`config.mk`:
```
export PLATFORM = sky130hd
export DESIGN_NAME = pc_trace_buffer
export DESIGN_NICKNAME = d
export VERILOG_FILES = /design/src/rtl/pc_trace_buffer_pkg.sv /design/src/rtl/pc_trace_buffer_ram.sv /design/src/rtl/pc_trace_buffer.sv
export SDC_FILE = /design/constraint.sdc
export NUM_CORES = 1
export LEC_CHECK = 0
export CORE_MARGIN = 10
export CORE_UTILIZATION = 59
export CTS_CLUSTER_SIZE = 12
export DETAILED_ROUTE_END_ITERATION = 10
export PLACE_DENSITY_LB_ADDON = 0.05
export REMOVE_ABC_BUFFERS = 1
export SETUP_SLACK_MARGIN = 0.4
export SLEW_MARGIN = 10
export SYNTH_ARGS = -nofsm -noshare
export SYNTH_HDL_FRONTEND = slang
export SYNTH_SLANG_ARGS = --single-unit
```
`constraint.sdc`:
```
create_clock -name CLOCK_50 -period 3.5 [get_ports CLOCK_50]
set_clock_uncertainty 0.15 [all_clocks]
set_input_delay 0.7 -clock CLOCK_50 [delete_from_list [all_inputs] [get_ports CLOCK_50]]
set_output_delay 0.7 -clock CLOCK_50 [all_outputs]
set_load 0.1 [all_outputs]
```
`src/rtl/pc_trace_buffer_pkg.sv`:
```
// Shared types and constants for the PC trace buffer.
package pc_trace_pkg;

    typedef enum logic [1:0] {
        IDLE   = 2'd0,
        ARMED  = 2'd1,
        POST   = 2'd2,
        FROZEN = 2'd3
    } trace_state_t;

    localparam logic MODE_ONESHOT = 1'b0;
    localparam logic MODE_RING    = 1'b1;

endpackage

```
`src/rtl/pc_trace_buffer_ram.sv`:
```
// Trace storage: simple dual-port RAM, one write port and one registered read port, no reset.
module trace_ram #(
    parameter int unsigned PC_W  = 9,
    parameter int unsigned DEPTH = 16,
    localparam int unsigned IDX_W = $clog2(DEPTH)
) (
    input  logic             clk,
    input  logic             we,
    input  logic [IDX_W-1:0] waddr,
    input  logic [PC_W-1:0]  wdata,
    input  logic [IDX_W-1:0] raddr,
    output logic [PC_W-1:0]  rdata
);

    logic [PC_W-1:0] mem [DEPTH];

    always_ff @(posedge clk) begin
        if (we) begin
            mem[waddr] <= wdata;
        end
        rdata <= mem[raddr];
    end

endmodule

```
`src/rtl/pc_trace_buffer.sv`:
```
// Circular trace of fetched PCs with halt-triggered post-capture and oldest-first readout.
module pc_trace_buffer
    import pc_trace_pkg::*;
#(
    parameter int unsigned PC_W      = 9,
    parameter int unsigned DEPTH     = 16,
    parameter int unsigned POST_TRIG = 4,
    localparam int unsigned IDX_W    = $clog2(DEPTH)
) (
    input  logic             CLOCK_50,
    input  logic             reset_n,
    input  logic             arm,
    input  logic             mode,
    input  logic             fetch_valid,
    input  logic [PC_W-1:0]  fetch_pc,
    input  logic             halt,
    input  logic [IDX_W-1:0] rd_idx,
    output logic [PC_W-1:0]  rd_pc,
    output logic             rd_oob,
    output logic [IDX_W:0]   count,
    output logic             wrapped,
    output logic [IDX_W:0]   trig_pos,
    output logic             recording,
    output logic             frozen
);

    localparam logic [IDX_W:0]   FULL      = (IDX_W+1)'(DEPTH);
    localparam logic [IDX_W-1:0] POST_LOAD = IDX_W'(POST_TRIG);
    localparam logic             NO_POST   = (POST_TRIG == 0);

    trace_state_t     state, state_d;
    logic [IDX_W-1:0] wr_ptr;
    logic [IDX_W-1:0] post_cnt;
    logic             halt_q;
    logic             rd_vld;
    logic [PC_W-1:0]  ram_q;

    logic             wr_en_c;
    logic             trig_c;
    logic             post_load_c;
    logic             post_dec_c;
    logic             clr_c;
    logic             halt_edge_c;
    logic             full_stop_c;
    logic             rd_oob_c;
    logic [IDX_W:0]   count_inc_c;
    logic [IDX_W-1:0] rd_addr_c;

    // Count after a write this cycle, saturating at DEPTH.
    assign count_inc_c = (count == FULL) ? count : count + (IDX_W+1)'(1);
    assign halt_edge_c = halt & ~halt_q;
    assign full_stop_c = (mode == MODE_ONESHOT) && fetch_valid && (count_inc_c == FULL);

    // Oldest entry sits at wr_ptr once the ring has lapped, otherwise at 0.
    assign rd_addr_c = (wrapped ? wr_ptr : '0) + rd_idx;
    assign rd_oob_c  = ({1'b0, rd_idx} >= count);

    always_ff @(posedge CLOCK_50 or negedge reset_n) begin
        if (!reset_n) begin
            state <= IDLE;
        end else begin
            state <= state_d;
        end
    end

    always_comb begin
        state_d     = state;
        wr_en_c     = 1'b0;
        trig_c      = 1'b0;
        post_load_c = 1'b0;
        post_dec_c  = 1'b0;
        clr_c       = 1'b0;
        if (arm) begin
            state_d = ARMED;
            clr_c   = 1'b1;
        end else begin
            case (state)
                ARMED: begin
                    wr_en_c = fetch_valid;
                    if (halt_edge_c) begin
                        trig_c = 1'b1;
                        if (NO_POST || full_stop_c) begin
                            state_d = FROZEN;
                        end else begin
                            state_d     = POST;
                            post_load_c = 1'b1;
                        end
                    end else if (full_stop_c) begin
                        state_d = FROZEN;
                    end
                end
                POST: begin
                    wr_en_c    = fetch_valid;
                    post_dec_c = fetch_valid;
                    if ((fetch_valid && post_cnt == IDX_W'(1)) || full_stop_c) begin
                        state_d = FROZEN;
                    end
                end
                default: ;
            endcase
        end
    end

    // Pointers, counters, status flags and readout qualifiers.
    always_ff @(posedge CLOCK_50 or negedge reset_n) begin
        if (!reset_n) begin
            wr_ptr    <= '0;
            post_cnt  <= '0;
            halt_q    <= 1'b0;
            count     <= '0;
            wrapped   <= 1'b0;
            trig_pos  <= '0;
            recording <= 1'b0;
            frozen    <= 1'b0;
            rd_oob    <= 1'b0;
            rd_vld    <= 1'b0;
        end else begin
            halt_q    <= halt;
            recording <= (state_d == ARMED) || (state_d == POST);
            frozen    <= (state_d == FROZEN);
            rd_oob    <= rd_oob_c;
            rd_vld    <= ~rd_oob_c;
            if (clr_c) begin
                wr_ptr   <= '0;
                post_cnt <= '0;
                count    <= '0;
                wrapped  <= 1'b0;
                trig_pos <= '0;
            end else begin
                if (wr_en_c) begin
                    wr_ptr <= wr_ptr + IDX_W'(1);
                    count  <= count_inc_c;
                    if (count == FULL) begin
                        wrapped <= 1'b1;
                    end
                end
                if (trig_c) begin
                    trig_pos <= fetch_valid ? count_inc_c : count;
                end
                if (post_load_c) begin
                    post_cnt <= POST_LOAD;
                end else if (post_dec_c) begin
                    post_cnt <= post_cnt - IDX_W'(1);
                end
            end
        end
    end

    trace_ram #(
        .PC_W  (PC_W),
        .DEPTH (DEPTH)
    ) u_ram (
        .clk   (CLOCK_50),
        .we    (wr_en_c),
        .waddr (wr_ptr),
        .wdata (fetch_pc),
        .raddr (rd_addr_c),
        .rdata (ram_q)
    );

    // RAM has no reset; gate its output so out-of-range and post-reset reads return 0.
    assign rd_pc = rd_vld ? ram_q : '0;

endmodule

```
; ---- Word-level counts from Yosys, hierarchy flattened
; Memories as Yosys holds them, arrays and structs flattened. A register that Yosys moved wholly into a read port is not among the register bits.
; Index checks and enable logic that the tools add are counted.
[word_totals]
reg_bits = 26
ram_bits = 144
inputBits = 19
output_inout_bits = 23
word_cells = 76
n_memories = 1
[mem_list]
columns = name, words, width, rd, rd_clocked_by_memory_dff, wr, line_no
row1 = u_ram.mem, 16, 9, 1, 1, 1, pc_trace_buffer_ram.sv:15  ; logic [PC_W-1:0] mem [DEPTH];
[op_classes]
n_addsub = 4
magnitude_cmp = 1
eq_ne = 8
mux = 36
bitwise_logic = 4
n_reduce_logical = 11
[op_table]
columns = op, count
row1 = $mux 5, 6
row2 = $mux 4, 6
row3 = $mux 1, 18
row4 = $eq 5x5->1 const B, 2
row5 = $mux 9, 1
row6 = $mux 2, 4
row7 = $eq 2x2->1 const B, 3
row8 = $reduce_bool 2->1, 3
row9 = $add 5x1->5 const B, 1
row10 = $ge 4x5->1, 1
row11 = $add 4x1->4 const B, 1
row12 = $add 4x4->4, 1
row13 = $eq 2x1->1 const B, 2
row14 = $eq 4x1->1 const B, 1
row15 = $pmux 2 s2, 1
row16 = $sub 4x1->4 const B, 1
row17 = $logic_and 1x1->1, 3
row18 = $not 1->1, 3
row19 = $reduce_bool 3->1, 1
row20 = $logic_or 1x1->1, 2
row21 = $reduce_and 2->1, 1
row22 = $reduce_or 2->1, 1
row23 = $and 1x1->1, 1

; ---- Depth between registers and ports, before layout
[depth]
depth_word = 10
mapped_depth = 10
mapped_depth_nobuf = 8

; ---- By module
; From an unflattened synthesis, not the netlist that was laid out.
[unflattened]
cells_unflattened = 432
area_unflattened_um2 = 7503.4
[modules_own_cells]
columns = mod, instances, cells_each, area_per_inst_um2, seq_area_each_um2
row1 = trace_ram, 1, 254, 5780.5, 4504.3
row2 = pc_trace_buffer, 1, 178, 1722.9, 650.6

; ---- Worst setup path after synthesis
; OpenSTA, ideal clock, no wires.
[synth_path]
kind = register to register
from = register wrapped
to = register u_ram.rdata[6] (read register of u_ram.mem)
setup_time_ns = 0.120
arrival_ns = 2.935
t_required_ns = 3.230
slack_ns = 0.294
path_stages_with_launch = 10
n_path_buf = 2
period_less_slack_ns = 3.206
cell_sequence = dfrtp_1 -> and2_1 -> ha_1 -> inv_1 -> fa_1 -> buf_6 -> clkbuf_1 -> mux4_2 -> a211oi_2 -> a21oi_1
[synth_between]
elab_chain_cells = 2
[synth_lines]
columns = item, line_no
row1 = "start, declared", pc_trace_buffer.sv:21  ; output logic wrapped,
row2 = "start signal, assigned", pc_trace_buffer.sv:111  ; wrapped <= 1'b0;
row3 = "start signal, assigned", pc_trace_buffer.sv:127  ; wrapped <= 1'b0;
row4 = "start signal, assigned", pc_trace_buffer.sv:134  ; wrapped <= 1'b1;
row5 = $mux 4, pc_trace_buffer.sv:55  ; assign rd_addr_c = (wrapped ? wr_ptr : '0) + rd_idx;
row6 = $add 4x4->4, pc_trace_buffer.sv:55
row7 = "end, declared", pc_trace_buffer_ram.sv:12  ; output logic [PC_W-1:0] rdata
; Every way passes these cells.
; A chain may end at the register's enable or synchronous reset.

; ---- Worst setup path after layout
[layout_path]
from = input port rd_idx[0]
to = register u_ram.rdata[2] (read register of u_ram.mem)
[layout_between]
elab_chain_cells = 1
[layout_lines]
columns = item, line_no
row1 = "start, declared", pc_trace_buffer.sv:17  ; input logic [IDX_W-1:0] rd_idx,
row2 = $add 4x4->4, pc_trace_buffer.sv:55
; Every way passes these cells.

==> impl_metrics.tcl <==
set metrics [dict create \
    period_needed_ns 2.91 \
    antenna_left 0 \
    p_per_area_nw_per_um2 612 \
    clock.fmax_mhz 344 \
    vdd_ir_drop_max_v 0.000391 \
    combPwrFrac_pct 16.7 \
    nNetsFinal 544 \
    slew_headroom_pct 27.9 \
    grt_pass1_vias 4208 \
    clk_latency_ns 0.42 \
    place_ws_ns 0.0613 \
    io_pins 42 \
    grt_max_degree 37 \
    pwr-share-clk_pct 37.7 \
    synth_cells 440 \
    yosysWarnings 0 \
    ys_seq_area_share_pct 68.3 \
    die_w_um 133 \
    status "completed" \
    critPathMaxFanout 36 \
    diodes 0 \
    drc 0 \
    grt_setup_unrepaired "no" \
    grt_pass1_wl_um 23500 \
    ys.flop_type "edfxtp_1" \
    area_delta_synth_final_pct 17.3 \
    p_leak_uw 0.00319 \
    postCtsSetupRepairBufs 0 \
    final.setup.tns_ns 0 \
    start_kind "input pin" \
    hold_path.class "flop to flop" \
    drt-pass1-iter-count 4 \
    finalCritPeriodShare_pct 83.1 \
    clockBufferDepth 2 \
    grt.total_usage_pct 17.4 \
    seqPwrFrac_pct 45.7 \
    dp_hpwl_um 9550 \
    synth_edf_count 144 \
    die_h_um 133 \
    cts_tree "built" \
    dieArea_um2 17700 \
    gp_congestion 0.866 \
    slew_viol_final 0 \
    hold_viol 0 \
    gr-total-overflow 0 \
    initial_utilization_pct 60.0 \
    syn_area_um2 7540 \
    max_stage_delay_ns 0.52 \
    viasPerCell 5.73 \
    tightest_slew_ns 1.08 \
    cts_max_level 4 \
    synth_cell_types 46 \
    setup_ws_ns 0.592 \
    clock_sinks 179 \
    swShare_pct 26.7 \
    root_buffer "clkbuf_16" \
    layout-drive-gt1-share_pct 22.6 \
    required_ns 3.60 \
    crit_family "buffers and inverters" \
    core_um2 12600 \
    cap_viol_max_count 0 \
    ys_ff_latch 179 \
    portBuffers 41 \
    power.switching_uw 1450 \
    crit_arrival_ns 3.00 \
    worstPathCellList "clkdlybuf4s50_1 -> ha_2 -> inv_1 -> fa_1 -> buf_12 -> mux4_1 -> nor2b_1 -> a211oi_2 -> a21oi_1" \
    routed_wl_um 14700 \
    intPower_uw 3970 \
    antenna_found_initial 0 \
    whs_ns 0.396 \
    setup-violations-final 0 \
    initialDrtViolationCount 288 \
    async_reset_ff_share_pct 14.5 \
    std_cell_rows 41 \
    cp-end-kind "flop" \
    slowest_stage "fa_1" \
    clkTransAtPathRegs_ns 0.06 \
    syn_avg_cell_area_um2 17.1 \
    routedWlPerCell_um 21.2 \
    vias 3957 \
    cts_buffers 17 \
    path_buf_inv 3 \
    critPathKind "input pin to flop" \
]
[timing repair]
item                                   CTS  global route
setup endpoints to repair                0             1
hold buffers                             0             0
gates resized for setup                  0             1
endpoints found under the hold margin    0             0
[final cells by class]
class	instances	area (um^2)
Clock inverter	13	205
Timing Repair Buffer	64	563
Inverter	15	56.3
Fill cell	810	3710
Multi-Input combinational cell	228	2220
Tap cell	172	215
Sequential cell	179	5150
Clock buffer	19	443
[through the flow]
step	utilization, %	cell area (um^2)	total power [uW]	std cells
after floorplan	-	7420	3150	422
final	70.4	8850	5420	690
after global routing	70.4	8850	5610	690
after detailed placement	65.2	8200	3430	658
after global placement	65.2	8200	3400	658
after CTS	70.4	8850	5460	690
[metal layers]
metal	vias up	routed length [um]	global-route usage, %
li1	1823	-	-
met1	2008	6110	20.8
met2	106	7600	29.8
met3	20	694	4.13
met4	0	248	6.91
met5	-	0	0
[cells in the mapped netlist (all sizes together), types with 3 or more instances]
library cell	count	area, um^2
dfxtp	9	180
nand2b	3	18.8
ha	19	238
inv	15	56.3
nor2b	13	81.3
nand2	12	45.0
buf	13	106
a211oi	14	120
a21oi	20	100
nand3	3	15.0
dfrtp	26	651
xnor2	12	131
mux2i	11	110
xor2	4	35.0
mux4	36	848
nand4	3	18.8
and2	13	83.8
nor2	41	156
nor3	3	30.0
edfxtp	144	4320
clkbuf	5	18.8
a21o	3	22.5
[layout by cell type, fill, tap and decap left out, types with 2 or more instances in the layout]
master and instances:
a211oi_1 10, a211oi_2 4, a21o_1 3, a21oi_1 20
and2_1 12, buf_12 3, buf_4 43, bufinv_16 5
clkbuf_16 17, clkdlybuf4s50_1 18, clkinv_2 2, clkinvlp_4 2
dfrtp_1 26, dfxtp_1 9, edfxtp_1 144, ha_1 18
inv_1 15, inv_6 2, mux2i_1 11, mux4_1 10
mux4_2 26, nand2_1 12, nand2b_1 3, nand3_1 3
nand3b_1 2, nand4_1 3, nor2_1 40, nor2b_1 13
nor3_2 3, nor4_1 2, o31ai_1 2, xnor2_1 10
xor2_1 4
[worst paths after layout]
| path | depth (start not counted) | start | end | slack [ns] |
|---|---|---|---|---|
| max | 9 | rd_idx[0] | u_ram.rdata[2] | 0.59 |
| min | 2 | trig_pos[2] | trig_pos[2] | 0.40 |
| max reg2reg | 9 | wrapped | u_ram.rdata[2] | 0.77 |
| min reg2reg | 2 | trig_pos[2] | trig_pos[2] | 0.40 |
| max in group asynchronous | 2 | reset_n | wr_ptr[3] | 2.44 |
| min in group asynchronous | 2 | reset_n | recording | 0.49 |
[sequential cells by signal, summed over array words and instances, names as in the netlist]
signal and cells:
count 5, frozen 1, halt_q 1, post_cnt 4, rd_oob 1, rd_vld 1, recording 1, state 2
trig_pos 5, u_ram.mem 144, u_ram.rdata 9, wr_ptr 4, wrapped 1
[power by group through the flow]
stage                     Sequential (uW)  Clock, uW  Combinational [uW]
final                                2470       2040                 904
after global routing                 2480       2150                 977
after CTS                            2470       2080                 912
after detailed placement             2520          0                 908
after global placement               2510          0                 889
after floorplan                      2710          0                 440
[worst reg2reg max path, stage by stage, from the launching register on]
cell and delay, ns:
dfrtp_1 0.43, and2_1 0.17, ha_2 0.17, inv_1 0.05, fa_1 0.52, buf_12 0.24, mux4_1 0.31, nor2b_1 0.15
a211oi_2 0.28, a21oi_1 0.09
[kinds of logic after synthesis]
group | synth area share (%)
buffers and inverters | 2.40
multiplexers | 12.7
flip-flops | 68.3
adder cells (fa/ha/maj) | 3.42
XOR/XNOR | 2.21
AND/OR/NAND/NOR | 6.83
AO/OA/AOI/OAI | 4.11
Note: power is estimated with default switching activity, not from simulation.
